==> config.mk <==
export PLATFORM = sky130hd
export DESIGN_NAME = multibyte_add_seq
export DESIGN_NICKNAME = d
export VERILOG_FILES = /design/src/rtl/multibyte_add_pkg.sv /design/src/rtl/_8BitCLA.sv /design/src/rtl/multibyte_add_seq.sv
export SDC_FILE = /design/constraint.sdc
export NUM_CORES = 1
export LEC_CHECK = 0
export CAP_MARGIN = 5
export CORE_UTILIZATION = 45
export CTS_CLUSTER_DIAMETER = 60
export CTS_CLUSTER_SIZE = 28
export DETAILED_ROUTE_END_ITERATION = 8
export GPL_TIMING_DRIVEN = 0
export PLACE_DENSITY = 0.84
export SYNTH_ARGS = -nofsm -noshare
export SYNTH_HDL_FRONTEND = slang
export SYNTH_SLANG_ARGS = --single-unit
==> constraint.sdc <==
create_clock -name clk -period 2.7 [get_ports clk]
set_clock_uncertainty 0.15 [all_clocks]
set_input_delay 0.54 -clock clk [delete_from_list [all_inputs] [get_ports clk]]
set_output_delay 0.54 -clock clk [all_outputs]
set_load 0.005 [all_outputs]
==> src/rtl/multibyte_add_pkg.sv <==
// Shared definitions for the multi-byte add/sub sequencer.
//   state_t    : sequencer FSM encoding (IDLE/RUN/DONE)
//   BYTE_W     : width of the shared adder slice
//   signed_ovf : two's-complement overflow from the top byte's MSB terms
package multibyte_add_pkg;

  typedef enum logic [1:0] {
    IDLE = 2'd0,
    RUN  = 2'd1,
    DONE = 2'd2
  } state_t;

  localparam int BYTE_W = 8;

  // Carry into bit 7 is recovered as a7 ^ b7 ^ s7; overflow is that carry
  // disagreeing with the carry leaving bit 7.
  function automatic logic signed_ovf(input logic a7, input logic b7,
                                      input logic s7, input logic cout);
    return cout ^ (a7 ^ b7 ^ s7);
  endfunction

endpackage

==> src/rtl/_8BitCLA.sv <==
// 8-bit carry-lookahead adder (combinational).
//   clk, rst : present for pin compatibility only; not used
//   a, b     : addends
//   cin      : carry in
//   sum      : a + b + cin (low 8 bits)
//   cout     : carry out of bit 7
module _8BitCLA (
  input  logic       clk,
  input  logic       rst,
  input  logic [7:0] a,
  input  logic [7:0] b,
  input  logic       cin,
  output logic [7:0] sum,
  output logic       cout
);

  logic [7:0] p, g;
  logic [8:0] c;
  logic       unused_clk_rst;

  assign unused_clk_rst = clk ^ rst;

  assign p = a ^ b;
  assign g = a & b;

  // Each carry is built directly from generate/propagate terms and cin,
  // so no carry depends on a lower computed carry.
  function automatic logic la_carry(input int n, input logic [7:0] gg,
                                    input logic [7:0] pp, input logic c0);
    logic acc, run;
    acc = 1'b0;
    run = 1'b1;
    for (int j = n - 1; j >= 0; j--) begin
      acc = acc | (run & gg[j]);
      run = run & pp[j];
    end
    return acc | (run & c0);
  endfunction

  for (genvar i = 0; i <= 8; i++) begin : g_carry
    assign c[i] = la_carry(i, g, p, cin);
  end

  assign sum  = p ^ c[7:0];
  assign cout = c[8];

endmodule

==> src/rtl/multibyte_add_seq.sv <==
// Multi-byte add/subtract sequencer. One shared 8-bit CLA processes one
// byte per cycle, LSB first, with the carry registered between bytes.
//   clk, rst (async, active low)
//   in_valid/in_ready  : operand handshake (ready only in IDLE)
//   op_a, op_b         : operands, 8*NUM_BYTES wide
//   carry_in, sub      : carry/borrow-in and add(0)/sub(1) select
//   out_valid/out_ready: result handshake (valid only in DONE)
//   result, carry_out, overflow : held while out_valid
//   busy               : RUN or DONE
// NUM_BYTES legal range is 2..16.
module multibyte_add_seq
  import multibyte_add_pkg::*;
#(
  parameter int NUM_BYTES = 4
) (
  input  logic                        clk,
  input  logic                        rst,
  input  logic                        in_valid,
  output logic                        in_ready,
  input  logic [BYTE_W*NUM_BYTES-1:0] op_a,
  input  logic [BYTE_W*NUM_BYTES-1:0] op_b,
  input  logic                        carry_in,
  input  logic                        sub,
  output logic                        out_valid,
  input  logic                        out_ready,
  output logic [BYTE_W*NUM_BYTES-1:0] result,
  output logic                        carry_out,
  output logic                        overflow,
  output logic                        busy
);

  localparam int W     = BYTE_W * NUM_BYTES;
  localparam int IDX_W = $clog2(NUM_BYTES);
  localparam logic [IDX_W-1:0] LAST_IDX = IDX_W'(NUM_BYTES - 1);

  state_t           state;
  logic [W-1:0]     a_reg, b_reg;
  logic             carry_reg;
  logic [IDX_W-1:0] byte_idx;
  logic [IDX_W+2:0] bit_base;
  logic [7:0]       a_byte, b_byte, sum_byte;
  logic             add_cout;

  // byte_idx * 8 without a multiplier
  assign bit_base = {byte_idx, 3'b000};
  assign a_byte   = a_reg[bit_base +: BYTE_W];
  assign b_byte   = b_reg[bit_base +: BYTE_W];

  _8BitCLA u_cla (
    .clk  (clk),
    .rst  (rst),
    .a    (a_byte),
    .b    (b_byte),
    .cin  (carry_reg),
    .sum  (sum_byte),
    .cout (add_cout)
  );

  assign in_ready  = (state == IDLE);
  assign out_valid = (state == DONE);
  assign busy      = (state != IDLE);

  // Subtraction is A + ~B + 1 with the borrow-in folded into the initial
  // carry, so B is inverted at capture and the adder never needs to know
  // the operation.
  always_ff @(posedge clk or negedge rst) begin
    if (!rst) begin
      state     <= IDLE;
      a_reg     <= '0;
      b_reg     <= '0;
      carry_reg <= 1'b0;
      byte_idx  <= '0;
      result    <= '0;
      carry_out <= 1'b0;
      overflow  <= 1'b0;
    end else begin
      case (state)
        IDLE: begin
          if (in_valid) begin
            a_reg     <= op_a;
            b_reg     <= sub ? ~op_b : op_b;
            carry_reg <= carry_in ^ sub;
            byte_idx  <= '0;
            state     <= RUN;
          end
        end
        RUN: begin
          result[bit_base +: BYTE_W] <= sum_byte;
          carry_reg                  <= add_cout;
          if (byte_idx == LAST_IDX) begin
            carry_out <= add_cout;
            overflow  <= signed_ovf(a_byte[7], b_byte[7], sum_byte[7], add_cout);
            state     <= DONE;
          end else begin
            byte_idx <= byte_idx + 1'b1;
          end
        end
        DONE: begin
          if (out_ready) state <= IDLE;
        end
        default: state <= IDLE;
      endcase
    end
  end

endmodule

==> results.json, run 1 <==
{
  "run_status": "finished with violations",
  "failing_checks": "negative setup slack",
  "final_weighted_congestion_in_routability_driven_placement": 0.8012,
  "placementRows": 38,
  "cts_inserted_buffers": 9,
  "most_common_cell_after_layout_fill_and_taps_aside": "sky130_fd_sc_hd__nand2_1",
  "placeableCoreArea_um2": 10790,
  "drv_cap": 0,
  "design.portCount": 107,
  "worst_pin_slew_ns": 0.5371,
  "setup_crit_end_kind": "flop",
  "max-slew-margin-rel_pct": 63.93,
  "peak_freq_mhz": 337.1,
  "placement.cell_area_um2": 6241,
  "drc": 0,
  "via_per_inst": 5.540,
  "worst-r2r-setup-slack_ns": -0.27,
  "drt-initial-drc-count": 265,
  "postSynthCellCount": 477,
  "tritoncts": "done",
  "leakagePower_nw": 3.027,
  "areaGrowthSynthToFinish_pct": 37.09,
  "start_util_pct": 46.16,
  "r2r_end": "overflow",
  "routed_wire_length_per_instance_um": 18.06,
  "clock_tree.htree_level_count": 3,
  "floorplan.die_area_um2": 11500,
  "timing.critical_path.arrival_ns": 3.14,
  "clock_latency_at_the_later_pin_of_the_worst_skew_pair_ns": 0.38,
  "antenna_found_initial": 0,
  "synth_sequential_area_ratio_pct": 51.73,
  "worst_hold_path_type": "reg2reg",
  "finalCriticalPeriod_ns": 2.966,
  "finalWirelength_um": 13670,
  "clkTransAtPathRegs_ns": 0.11,
  "port_buffers": 105,
  "crit_path_start_kind": "flop",
  "regToRegStartpoint": "byte_idx[0]",
  "globalRouteOverflowTotal": 0,
  "finalMaxSlewViolations": 0,
  "post-dp-hpwl_um": 9331,
  "final_antenna_net_count": 0,
  "numClockSinks": 103,
  "avgSynthCellArea_um2": 10.45,
  "setup_ws_ns": -0.2663,
  "chipWidth_um": 107.2,
  "post-route-cell-area_um2": 6830,
  "synth-warning-count": 0,
  "timing.final.setup_violations": 18,
  "antenna_cell_count": 0,
  "drt-pass1-iter-count": 5,
  "synthDistinctLibCells": 42,
  "placed_cells_incl_taps": 723,
  "class_of_the_most_critical_setup_path": "reg2reg",
  "synth.ff_latch_count": 103,
  "cp_data_required_time_ns": 2.87,
  "fill_cells": 822,
  "drive_above_1_share_pct": 15.72,
  "num_vias": 4194,
  "rsz_0062_raised_after_global_routing": "yes",
  "timing.final.crit_share_pct": 109.9,
  "setup.worst_path.end": "overflow",
  "power.ir.vdd_worst_mv": 0.8107,
  "groute.usage.overall_pct": 24.70,
  "first_global_vias": 4285,
  "grt_pass1_wl_um": 21530,
  "final_util_pct": 63.29,
  "ff_latch_area_um2": 2579,
  "netlist_area_um2": 4982,
  "hold_viol_final": 0,
  "layout.nets": 697,
  "final-instance-count-excl-fill": 757,
  "critical_path.max_fanout": 10,
  "max-clock-path-buffers": 2,
  "clock-root-buffer": "sky130_fd_sc_hd__clkbuf_8",
  "fp.dieH_um": 107.2,
  "grt_max_degree": 69,
  "crit_start": "byte_idx[0]",
  "synth_fp_nets": 562,
  "layout.cells.most_common_list": "sky130_fd_sc_hd__nand2_1 (158), sky130_fd_sc_hd__clkdlybuf4s50_1 (104), sky130_fd_sc_hd__dfrtp_1 (102)",
  "power-per-cell-area_nw_per_um2": 1375,
  "worst_reg_to_reg_path_cell_count": 7,
  "multi_input_area_um2": 2474
}
==> Yosys cell counts, drive strengths merged <==
master / number / area, µm²
clkbuf: 9 / 33.78
o21ai: 43 / 219.0
a32oi: 1 / 8.760
fa: 1 / 20.02
or3: 4 / 35.03
mux4: 16 / 360.4
o21bai: 1 / 7.510
nor2: 6 / 22.52
nand3b: 1 / 7.510
nor4b: 1 / 15.01
nand4: 2 / 12.51
a22o: 16 / 140.1
and2: 1 / 6.260
nor4: 2 / 25.02
o31a: 1 / 8.760
nor2b: 1 / 6.260
ha: 14 / 175.2
or2: 1 / 6.260
inv: 5 / 18.77
a211oi: 4 / 52.55
mux2i: 1 / 10.01
dfrtp: 103 / 2577
a21oi: 5 / 25.02
or4b: 1 / 10.01
o21a: 1 / 7.510
nand3: 3 / 15.01
o211ai: 1 / 7.510
nand2: 161 / 616.8
a21o: 2 / 15.01
o31ai: 12 / 90.09
nor3: 4 / 20.02
nand2b: 3 / 18.77
xor2: 2 / 17.52
buf: 14 / 72.57
xnor2: 34 / 297.8
==> worst min-delay path by stage <==
stage / from / depth (start not counted) / slack [ns] / endpoint
2_1_floorplan: rst / 0 / 0.09 / a_reg[0]
3_3_place_gp: a_reg[12] / 2 / 0.31 / a_reg[12]
3_5_place_dp: a_reg[24] / 2 / 0.31 / a_reg[24]
4_1_cts: a_reg[24] / 2 / 0.33 / a_reg[24]
5_1_grt: b_reg[21] / 2 / 0.35 / b_reg[21]
6_report: a_reg[20] / 2 / 0.34 / a_reg[20]
==> worst max-delay path: stages, from the launching register on <==
cell                       delay [ns]
sky130_fd_sc_hd__dfrtp_2         0.50
sky130_fd_sc_hd__buf_8           0.19
sky130_fd_sc_hd__mux4_2          0.60
sky130_fd_sc_hd__ha_4            0.29
sky130_fd_sc_hd__a21oi_1         0.20
sky130_fd_sc_hd__o211ai_1        0.26
sky130_fd_sc_hd__or4b_1          0.59
sky130_fd_sc_hd__nand3_1         0.11
==> where the power goes <==
part	switching, mW	internal, mW
combinational	3.09	2.68
sequential	0.419	2.20
clock	0.576	0.439
==> per-layer routing <==
layer	routed length [µm]	vias to the layer above	global-route usage, %
met1	5446	2075	30.73
met4	332	0	10.08
met3	894	34	4.073
met2	6996	189	42.76
met5	0	-	0
li1	-	1896	-
==> cell families after synthesis <==
family          share of synthesized area, %
simple gates                           16.40
flops                                  51.73
compound gates                         11.68
xor+xnor                               6.329
buf+inv                                2.511
mux                                    7.434
fa+ha+maj                              3.918
==> repair_timing <==
| action | 4_1_cts | 5_1_grt |
|---|---|---|
| endpoints found under the setup margin | 27 | 23 |
| gates resized for setup | 30 | 15 |
| pin swaps | 20 | 16 |
| hold endpoints to repair | 35 | 0 |
| hold buffers | 1 | 0 |
| setup buffers | 10 | 7 |
| cloned | 1 | 0 |
==> layout make-up <==
| cell class | instances | share of cell area (%) |
|---|---|---|
| buffer | 23 | 2.162 |
| clock buffer | 9 | 1.814 |
| clock inverter | 7 | 1.154 |
| inverter | 5 | 0.2748 |
| multi-input combinational | 346 | 36.22 |
| sequential | 103 | 37.75 |
| tap | 140 | 2.565 |
| timing repair buffer | 124 | 18.06 |
==> per-stage QoR <==
step	power, mW	hold WS (ns)	worst slack [ns]	TNS, ns
detailed placement	6.814	0.3091	-0.4322	-7.864
global route	9.909	0.3546	-0.2903	-3.394
global placement	6.580	0.3069	-2.574	-270.22
finish	9.394	0.3388	-0.2663	-2.132
CTS	8.660	0.3337	-0.1273	-1.777
floorplan	5.346	0.09441	0.009352	0
(Power assumes the default switching activity.)
==> inputs of run 2 (changes only) <==
--- a/config.mk
+++ b/config.mk
@@ -5,13 +5,15 @@
 export SDC_FILE = /design/constraint.sdc
 export NUM_CORES = 1
 export LEC_CHECK = 0
-export CAP_MARGIN = 5
+export CAP_MARGIN = 40
 export CORE_UTILIZATION = 45
 export CTS_CLUSTER_DIAMETER = 60
 export CTS_CLUSTER_SIZE = 28
 export DETAILED_ROUTE_END_ITERATION = 8
 export GPL_TIMING_DRIVEN = 0
 export PLACE_DENSITY = 0.84
+export SETUP_SLACK_MARGIN = 0.05
 export SYNTH_ARGS = -nofsm -noshare
 export SYNTH_HDL_FRONTEND = slang
+export SYNTH_HIERARCHICAL = 1
 export SYNTH_SLANG_ARGS = --single-unit
==> results.json, run 2 <==
{
  "run_status": "finished with violations",
  "failing_checks": "negative setup slack",
  "antenna_found_initial": 0,
  "worst_reg_to_reg_path_cell_count": 12,
  "postSynthCellCount": 382,
  "max_stage_delay_ns": 0.54,
  "via_per_inst": 5.368,
  "floorplan.die_area_um2": 11460,
  "setup.worst_path.end": "result[30]",
  "first_global_vias": 3801,
  "r2r_end": "result[30]",
  "cts_hold_buffers": 0,
  "worst-r2r-setup-slack_ns": -0.47,
  "finalMaxSlewViolations": 0,
  "placementRows": 37,
  "grtUsageMet2_pct": 38.29,
  "tritoncts": "done",
  "synth_top_cell_by_area": "sky130_fd_sc_hd__dfrtp_1",
  "routed_wire_length_per_instance_um": 17.73,
  "drt-pass1-iter-count": 4,
  "cts_inserted_buffers": 9,
  "total_power_mw": 11.02,
  "synth_fp_nets": 467,
  "post_synth_and_or_nand_nor_area_fraction_pct": 7.456,
  "timing.critical_path.cells": "buf_12 > buf_12 > mux4_2 > ha_4 > nand3_4 > buf_4 > buf_6 > o211ai_1 > o41ai_2 > xnor2_1 > buf_4 > a22o_1",
  "crit_start": "byte_idx[0]",
  "critPathSlowestCell": "sky130_fd_sc_hd__mux4_2",
  "critical_path_buffer_and_inverter_count": 5,
  "synth-compound-area-share_pct": 10.96,
  "synth_sequential_area_ratio_pct": 51.89,
  "most_common_cell_after_layout_fill_and_taps_aside": "sky130_fd_sc_hd__clkdlybuf4s50_1",
  "synth-async-reset-ratio_pct": 100.0,
  "final_weighted_congestion_in_routability_driven_placement": 0.7655,
  "numClockSinks": 103,
  "finalWirelength_um": 11790,
  "layout.cells.most_common_list": "sky130_fd_sc_hd__clkdlybuf4s50_1 (104), sky130_fd_sc_hd__dfrtp_1 (102), sky130_fd_sc_hd__nor2_1 (39)",
  "drv_cap": 0,
  "yosys.area_share.adder_pct": 3.929,
  "grt_pass1_wl_um": 19280,
  "areaGrowthSynthToFinish_pct": 38.19,
  "placement.cell_area_um2": 6322,
  "final_antenna_net_count": 0,
  "clkTransAtPathRegs_ns": 0.09,
  "netlist_area_um2": 4967,
  "power.ir.vdd_worst_mv": 0.8937,
  "antenna_cell_count": 0,
  "crit_path_start_kind": "flop",
  "final-instance-count-excl-fill": 665,
  "final_util_pct": 65.32,
  "clock_tree.htree_level_count": 3,
  "post-route-cell-area_um2": 6864,
  "synth.ff_latch_count": 103,
  "grt_use_met3_pct": 3.283,
  "num_vias": 3570,
  "placed_cells_incl_taps": 624,
  "holdWs_ns": 0.1189,
  "peak_freq_mhz": 315.8,
  "leakagePower_nw": 2.849,
  "globalRouteOverflowTotal": 0,
  "worst_hold_path_type": "in2async",
  "finalCriticalPeriod_ns": 3.167,
  "drive_above_1_share_pct": 19.85,
  "class_of_the_most_critical_setup_path": "reg2reg",
  "setup_ws_ns": -0.4671,
  "timing.final.setup_violations": 23,
  "global_route.peak_usage_layer": "met2",
  "yosysTopAreaCellShare_pct": 51.89,
  "critical_path_cell_count": 12,
  "max-slew-margin-rel_pct": 45.96,
  "setup_crit_end_kind": "flop",
  "synth_enable_flop_cells": 0,
  "ys.flop_type": "sky130_fd_sc_hd__dfrtp_1",
  "worst_pin_slew_ns": 0.8107,
  "synth_top_family_by_area": "multiplexers",
  "port_buffers": 105,
  "start_util_pct": 47.27,
  "cp_data_required_time_ns": 2.81,
  "synthDistinctLibCells": 42,
  "max-clock-path-buffers": 2,
  "chipWidth_um": 107.1,
  "avgSynthCellArea_um2": 13.00,
  "placeableCoreArea_um2": 10510,
  "timing.critical_path.arrival_ns": 3.27,
  "synth_commonest_cells": "sky130_fd_sc_hd__dfrtp_1 (103), sky130_fd_sc_hd__nor2_1 (39), sky130_fd_sc_hd__xnor2_1 (36), sky130_fd_sc_hd__a21oi_1 (34), sky130_fd_sc_hd__a22o_1 (33)",
  "clock_latency_at_the_later_pin_of_the_worst_skew_pair_ns": 0.37,
  "regToRegStartpoint": "byte_idx[0]",
  "rsz_0062_raised_after_global_routing": "yes",
  "clock-root-buffer": "sky130_fd_sc_hd__clkbuf_8",
  "layout.nets": 609,
  "hold_viol_final": 0,
  "post-dp-hpwl_um": 8424,
  "grt_max_degree": 67,
  "drc": 0,
  "crit_family": "compound AO/OA/AOI/OAI gates",
  "synth-warning-count": 6,
  "groute.usage.overall_pct": 22.27,
  "critical_path.max_fanout": 7,
  "timing.final.crit_share_pct": 117.3,
  "synth.mux.area_fraction_pct": 15.16,
  "fp.dieH_um": 107.1,
  "gr-usage-met1_pct": 27.85,
  "synth_xor_xnor_area_share_pct": 7.506,
  "power-per-cell-area_nw_per_um2": 1606,
  "design.portCount": 107,
  "synth_top_cells_by_area": "sky130_fd_sc_hd__dfrtp_1 (52%), sky130_fd_sc_hd__mux2_1 (7.3%), sky130_fd_sc_hd__mux4_2 (7.3%)",
  "drt-initial-drc-count": 146,
  "post-synth-top-count-cell": "sky130_fd_sc_hd__dfrtp_1"
}
-- run 2: cell types whose count changed in the layout (fill, tap and decap cells not counted), moves of 17 or more --
cell                      delta
sky130_fd_sc_hd__a22o_1     +17
sky130_fd_sc_hd__o21ai_0    -39
sky130_fd_sc_hd__nand2_1   -156
sky130_fd_sc_hd__mux2_1     +32
sky130_fd_sc_hd__a21oi_1    +29
sky130_fd_sc_hd__nor2_1     +33
-- run 2: what timing repair did --
action / in CTS / in global routing
gates resized for setup: 26 / 7
hold endpoints to repair: 0 / 0
setup buffers: 22 / 4
endpoints found under the setup margin: 35 / 24
pin swaps: 21 / 15
-- run 2: layout make-up --
cell class                 instances  area (µm²)
buffer                            21       140.1
clock buffer                      11       131.4
clock inverter                     5       58.81
fill                             771        3645
inverter                          11       41.29
multi-input combinational        247        2446
sequential                       103        2579
tap                              136       170.2
timing repair buffer             131        1297
-- run 2: cells by family (layout without fill, tap and decap cells) --
kind of cell,count (synthesis),in the layout
muxes,51,51
adders and majority gates,15,15
AOI/OAI and AO/OA,78,78
DFF,103,103
and+or+nand+nor,62,62
buffers and inverters,32,179
xor gates and xnor gates,41,41
-- run 2: worst min-delay path by stage --
| stage | start | endpoint | slack (ns) | cells past startpoint |
|---|---|---|---|---|
| 2_1_floorplan | rst | a_reg[0] | 0.09 | 0 |
| 3_3_place_gp | a_reg[31] | a_reg[31] | 0.31 | 1 |
| 3_5_place_dp | a_reg[31] | a_reg[31] | 0.32 | 1 |
| 4_1_cts | rst | result[6] | 0.14 | 1 |
| 5_1_grt | rst | result[3] | 0.18 | 1 |
| 6_report | rst | result[6] | 0.12 | 1 |
-- run 2: stage by stage --
step                TNS (ns)  setup WS (ns)
floorplan            -0.6749        -0.3470
global placement     -280.19         -2.989
detailed placement    -12.19        -0.9755
CTS                   -4.871        -0.4106
global route          -9.657        -0.5589
finish                -7.678        -0.4671
-- run 2: layer usage --
metal | routed length [µm] | up-vias
li1 | - | 1649
met1 | 5044 | 1792
met2 | 5996 | 106
met3 | 456 | 23
met4 | 291 | 0
met5 | 0 | -
-- run 2: report_power, final --
part           switching (mW)  internal (mW)  total (mW)
clock network           0.513          0.430       0.942
registers               0.383           2.22        2.60
logic                    3.57           3.91        7.48
==> inputs of run 3 (changes only) <==
--- a/config.mk
+++ b/config.mk
@@ -7,7 +7,6 @@
 export LEC_CHECK = 0
 export CAP_MARGIN = 40
 export CORE_UTILIZATION = 45
-export CTS_CLUSTER_DIAMETER = 60
 export CTS_CLUSTER_SIZE = 28
 export DETAILED_ROUTE_END_ITERATION = 8
 export GPL_TIMING_DRIVEN = 0
==> results of run 3 <==
Final layout, timing and power as in run 2 (identical DEF).
